<file path="src/rtl/riscat_pkg.sv">
// Shared register-file types and constants for the writeback path.
package riscat_pkg;
    typedef logic [4:0]  reg_addr_t;
    typedef logic [31:0] word_t;

    localparam reg_addr_t REG_ZERO = 5'd0;
endpackage

</file>
<file path="src/rtl/rr_arbiter.sv">
// Round-robin arbiter: combinational one-hot grant, rotating priority pointer.
module rr_arbiter #(
    parameter int N = 2
) (
    input  logic         clk,
    input  logic         reset_n,
    input  logic [N-1:0] req,
    input  logic         advance,
    output logic [N-1:0] gnt
);
    localparam int PW = (N > 1) ? $clog2(N) : 1;

    logic [PW-1:0] r_ptr;
    logic [PW-1:0] w_win;
    logic          w_found;

    // First requester at or after the pointer, wrapping around.
    always_comb begin
        int idx;
        idx     = 0;
        w_win   = '0;
        w_found = 1'b0;
        gnt     = '0;
        for (int k = 0; k < N; k++) begin
            idx = int'(r_ptr) + k;
            if (idx >= N) begin
                idx = idx - N;
            end
            if (!w_found && req[idx]) begin
                w_found = 1'b1;
                w_win   = PW'(idx);
            end
        end
        if (w_found) begin
            gnt[w_win] = 1'b1;
        end
    end

    always_ff @(posedge clk) begin
        if (!reset_n) begin
            r_ptr <= '0;
        end else if (advance && w_found) begin
            r_ptr <= (w_win == PW'(N - 1)) ? '0 : w_win + PW'(1);
        end
    end
endmodule

</file>
<file path="src/rtl/regfile_wr_arbiter.sv">
// Shares the register-file write port between result producers; one registered
// write per cycle, round-robin fairness, writes to x0 consumed but dropped.
module regfile_wr_arbiter
    import riscat_pkg::*;
#(
    parameter int NUM_REQ = 2,
    parameter int ADDR_W  = 5,
    parameter int DATA_W  = 32,
    localparam int ID_W   = $clog2(NUM_REQ)
) (
    input  logic                      clk,
    input  logic                      reset_n,
    input  logic                      wb_stall,
    input  logic [NUM_REQ-1:0]        req_valid,
    input  logic [NUM_REQ*ADDR_W-1:0] req_addr,
    input  logic [NUM_REQ*DATA_W-1:0] req_data,
    output logic [NUM_REQ-1:0]        req_ready,
    output logic                      reg_wr_en,
    output logic [ADDR_W-1:0]         reg_wr_addr,
    output logic [DATA_W-1:0]         reg_wr_data,
    output logic [ID_W-1:0]           grant_id
);
    logic [NUM_REQ-1:0] w_gnt;
    logic               w_accept;
    logic [ADDR_W-1:0]  w_addr_slice [NUM_REQ];
    logic [DATA_W-1:0]  w_data_slice [NUM_REQ];
    logic [ADDR_W-1:0]  w_sel_addr;
    logic [DATA_W-1:0]  w_sel_data;
    logic [ID_W-1:0]    w_sel_id;
    logic               w_do_write;

    logic               r_wr_en;
    logic [ADDR_W-1:0]  r_wr_addr;
    logic [DATA_W-1:0]  r_wr_data;
    logic [ID_W-1:0]    r_grant_id;

    rr_arbiter #(.N(NUM_REQ)) u_rr (
        .clk     (clk),
        .reset_n (reset_n),
        .req     (req_valid),
        .advance (w_accept),
        .gnt     (w_gnt)
    );

    // Grants are suppressed while the register file is busy or in reset.
    assign req_ready = (reset_n && !wb_stall) ? w_gnt : '0;
    assign w_accept  = |req_ready;

    genvar gi;
    generate
        for (gi = 0; gi < NUM_REQ; gi++) begin : g_slice
            assign w_addr_slice[gi] = req_addr[gi*ADDR_W +: ADDR_W];
            assign w_data_slice[gi] = req_data[gi*DATA_W +: DATA_W];
        end
    endgenerate

    always_comb begin
        w_sel_addr = '0;
        w_sel_data = '0;
        w_sel_id   = '0;
        for (int i = 0; i < NUM_REQ; i++) begin
            w_sel_addr = w_sel_addr | (w_addr_slice[i] & {ADDR_W{req_ready[i]}});
            w_sel_data = w_sel_data | (w_data_slice[i] & {DATA_W{req_ready[i]}});
            if (req_ready[i]) begin
                w_sel_id = ID_W'(i);
            end
        end
    end

    // x0 requests still consume the slot but never reach the register file.
    assign w_do_write = w_accept && (w_sel_addr != ADDR_W'(REG_ZERO));

    always_ff @(posedge clk) begin
        if (!reset_n) begin
            r_wr_en    <= 1'b0;
            r_wr_addr  <= '0;
            r_wr_data  <= '0;
            r_grant_id <= '0;
        end else begin
            r_wr_en <= w_do_write;
            if (w_do_write) begin
                r_wr_addr  <= w_sel_addr;
                r_wr_data  <= w_sel_data;
                r_grant_id <= w_sel_id;
            end
        end
    end

    assign reg_wr_en   = r_wr_en;
    assign reg_wr_addr = r_wr_addr;
    assign reg_wr_data = r_wr_data;
    assign grant_id    = r_grant_id;
endmodule

</file>
<file path="config.mk">
export PLATFORM = sky130hd
export DESIGN_NAME = regfile_wr_arbiter
export DESIGN_NICKNAME = d
export VERILOG_FILES = /design/src/rtl/riscat_pkg.sv /design/src/rtl/rr_arbiter.sv /design/src/rtl/regfile_wr_arbiter.sv
export SDC_FILE = /design/constraint.sdc
export NUM_CORES = 1
export LEC_CHECK = 0
export ABC_AREA = 1
export CORE_ASPECT_RATIO = 1.75
export CORE_UTILIZATION = 31
export CTS_CLUSTER_DIAMETER = 30
export CTS_CLUSTER_SIZE = 12
export DETAILED_ROUTE_END_ITERATION = 12
export GPL_TIMING_DRIVEN = 0
export PLACE_DENSITY_LB_ADDON = 0.12
export SLEW_MARGIN = 10
export SYNTH_ARGS = -nofsm -noshare
export SYNTH_HDL_FRONTEND = slang
export SYNTH_SLANG_ARGS = --single-unit
</file>
<file path="constraint.sdc">
create_clock -name clk -period 2.1 [get_ports clk]
set_input_delay 0.315 -clock clk [delete_from_list [all_inputs] [get_ports clk]]
set_output_delay 0.315 -clock clk [all_outputs]
set_load 0.05 [all_outputs]
</file>
==> flow_summary.ini <==
[status]
status = complete, no violations

[cells_and_area]
seqCellArea_um2 = 801
nNetsFinal = 516
fin_util_pct = 55.0
multiInputGateArea_um2 = 923
fillers = 683
drive_above_1_share_pct = 8.68
area_growth_pct = 69.1
stdcell_area_mm2 = 0.00362
antenna_cells = 0
layoutNonFillerInstCount = 520

[floorplan]
die_y_um = 112
start_util_pct = 32.5
core-area_mm2 = 0.00659
io_pins = 120
dieWidth_um = 64.9
rows = 39
dieArea_mm2 = 0.00726

[synth]
syn_area_mm2 = 0.00214
synth_top_area_share_pct = 37.4
ys_ff_latch = 40
async_flop_share_pct = 0
synth.most_common_cell = inv_1
ys.flop_type = dfxtp_1
yosys_warnings = 0
synth_seq_area_share_pct = 37.4
synth_cell_types = 22
synth-edff-count = 0
ys_top_cells_by_area = dfxtp_1, a22o_1, inv_1
synthesis.nets = 387
syn-mean-instance-area_um2 = 6.96
synth_cells = 308
synth_top_cell_by_area = dfxtp_1
synthTopCellsByCount = inv_1, nand2_1, dfxtp_1, nor2_1, o21ai_1

[global_routing]
grt_pass1_wl_um = 10200
grt_max_degree = 17
grt_usage_pct = 18.1
antenna_found_initial = 0
globalRouteOverflowTotal = 0
grt_pass1_vias = 2297

[setup_path]
worst_path_largest_cell_delay_ns = 0.50
critPathSlowestCell = clkdlybuf4s50_1
critPathKind = primary input to output port
path_max_fanout = 11
crit_path_end_kind = output port
start_kind = primary input
crit_arrival_ns = 1.69
worstPathRequired_ns = 1.78
path_cells = clkdlybuf4s50_1 > inv_2 > nor2_2 > nand3_1 > clkinv_4 > buf_4 > buf_2

[route]
via_count = 2309
drt-initial-drc-count = 76
drt-vias-per-instance = 4.44
ant_nets = 0
drt_first_pass_iters = 4
drc = 0
post_drt_wl_per_cell_um = 11.6
wirelength_um = 6060

[timing]
slew_headroom_pct = 64.5
whs_ns = 0.491
clock-skew-final_ns = 0.00352
worst_pin_slew_ns = 0.532
finalMaxSlewViolations = 0
post-route-period-util_pct = 95.4
max_freq_ghz = 0.499
setup_viol = 0
fin_crit_ns = 2.00
hold_viol = 0

[placement]
dp_cells = 509
place_hpwl_um = 4710
numPortBuffers = 119
post_dp_cell_area_mm2 = 0.00344
gp_congestion = 0.725

[clocking]
cts_max_path_buffers = 2
cts_root_buf = clkbuf_16
cts_sinks = 40
cts.clk_slew.worst_paths_ns = 0.06
cts_max_level = 2
clk_latency_ns = 0.28
cts_tree = built
cts_hold_buf = 0
cts_inserted_buffers = 5

[power]
power_density_mw_per_mm2 = 721
leakagePower_nw = 1.69
power_mw = 2.61
peakVddDrop_mv = 0.396

[min_path]
worstHoldPathType = flop to flop

[job]
maxCapViolations = 0
layout by cell type, fill, tap and decap left out, drive strengths merged:
| cell | n |
|---|---|
| nand2 | 45 |
| a22o | 32 |
| clkbuf | 12 |
| nand3 | 7 |
| clkinv | 1 |
| a21oi | 3 |
| o21ai | 38 |
| dfxtp | 40 |
| buf | 20 |
| clkdlybuf4s50 | 116 |
| dlygate4sd2 | 1 |
| nor2 | 43 |
| inv | 76 |
| nand4 | 4 |
critical path: cells and delay by family:
kind / cells / cell delay [ns]
and+or+nand+nor: 2 / 0.30
buffers and inverters: 5 / 1.07
layout make-up:
cell class	instances	share of cell area, %
plain buffers	18	3.87
clock buffers	8	4.04
inverters	77	8.11
multi-input cells	172	25.5
flip-flops and latches	40	22.1
well taps	82	2.83
repair buffers	123	33.6
path summary, 6_finish.rpt:
kind,startpoint,endpoint,slack [ns],cells past startpoint
max,reset_n,req_ready[1],0.1,7
min,reg_wr_addr[3]$_SDFFE_PN0P_,reg_wr_addr[3]$_SDFFE_PN0P_,0.49,2
max reg2reg,u_rr.r_ptr$_SDFFE_PN0P_,reg_wr_data[6]$_SDFFE_PN0P_,0.39,11
min reg2reg,reg_wr_addr[3]$_SDFFE_PN0P_,reg_wr_addr[3]$_SDFFE_PN0P_,0.49,2
stage by stage:
stage	setup TNS, ns	setup WS (ns)
floorplan	0	0.671
global placement	-2.31	-0.741
detailed placement	-2.34	-0.715
CTS	0	0.0215
global route	-0.00773	-0.00757
finish	0	0.0956
repair_timing:
action / in CTS / in global routing
setup buffers: 0 / 4
resized for setup: 15 / 3
cloned: 0 / 0
endpoints found under the setup margin: 2 / 2
power by group:
group / leakage [nW] / switching, mW / internal [mW]
clock network: 0.0712 / 0.287 / 0.473
registers: 0.330 / 0.0415 / 0.844
logic: 1.29 / 0.561 / 0.406
total: 1.69 / 0.889 / 1.72
metal layers:
| metal | part of all wire (%) | global-route usage, % | wire length (µm) | vias up |
|---|---|---|---|---|
| met3 | 6.2 | 4.41 | 378 | 8 |
| met4 | 1.9 | 8.00 | 115 | 0 |
| met2 | 55 | 35.0 | 3300 | 75 |
| li1 | - | - | - | 1216 |
| met1 | 37 | 17.0 | 2260 | 1010 |
| met5 | 0 | 0 | 0 | - |
flip-flops by register name, summed over array words and instances (netlist names):
name         cells
reg_wr_data     32
reg_wr_addr      5
grant_id         1
reg_wr_en        1
u_rr.r_ptr       1
logic make-up after synthesis:
group           count (synthesis)  synth area share, %
buf+inv                        96                 19.9
simple gates                   99                 19.7
compound gates                 73                 23.0
flops                          40                 37.4
No activity file was read; power rests on OpenSTA's default activity.
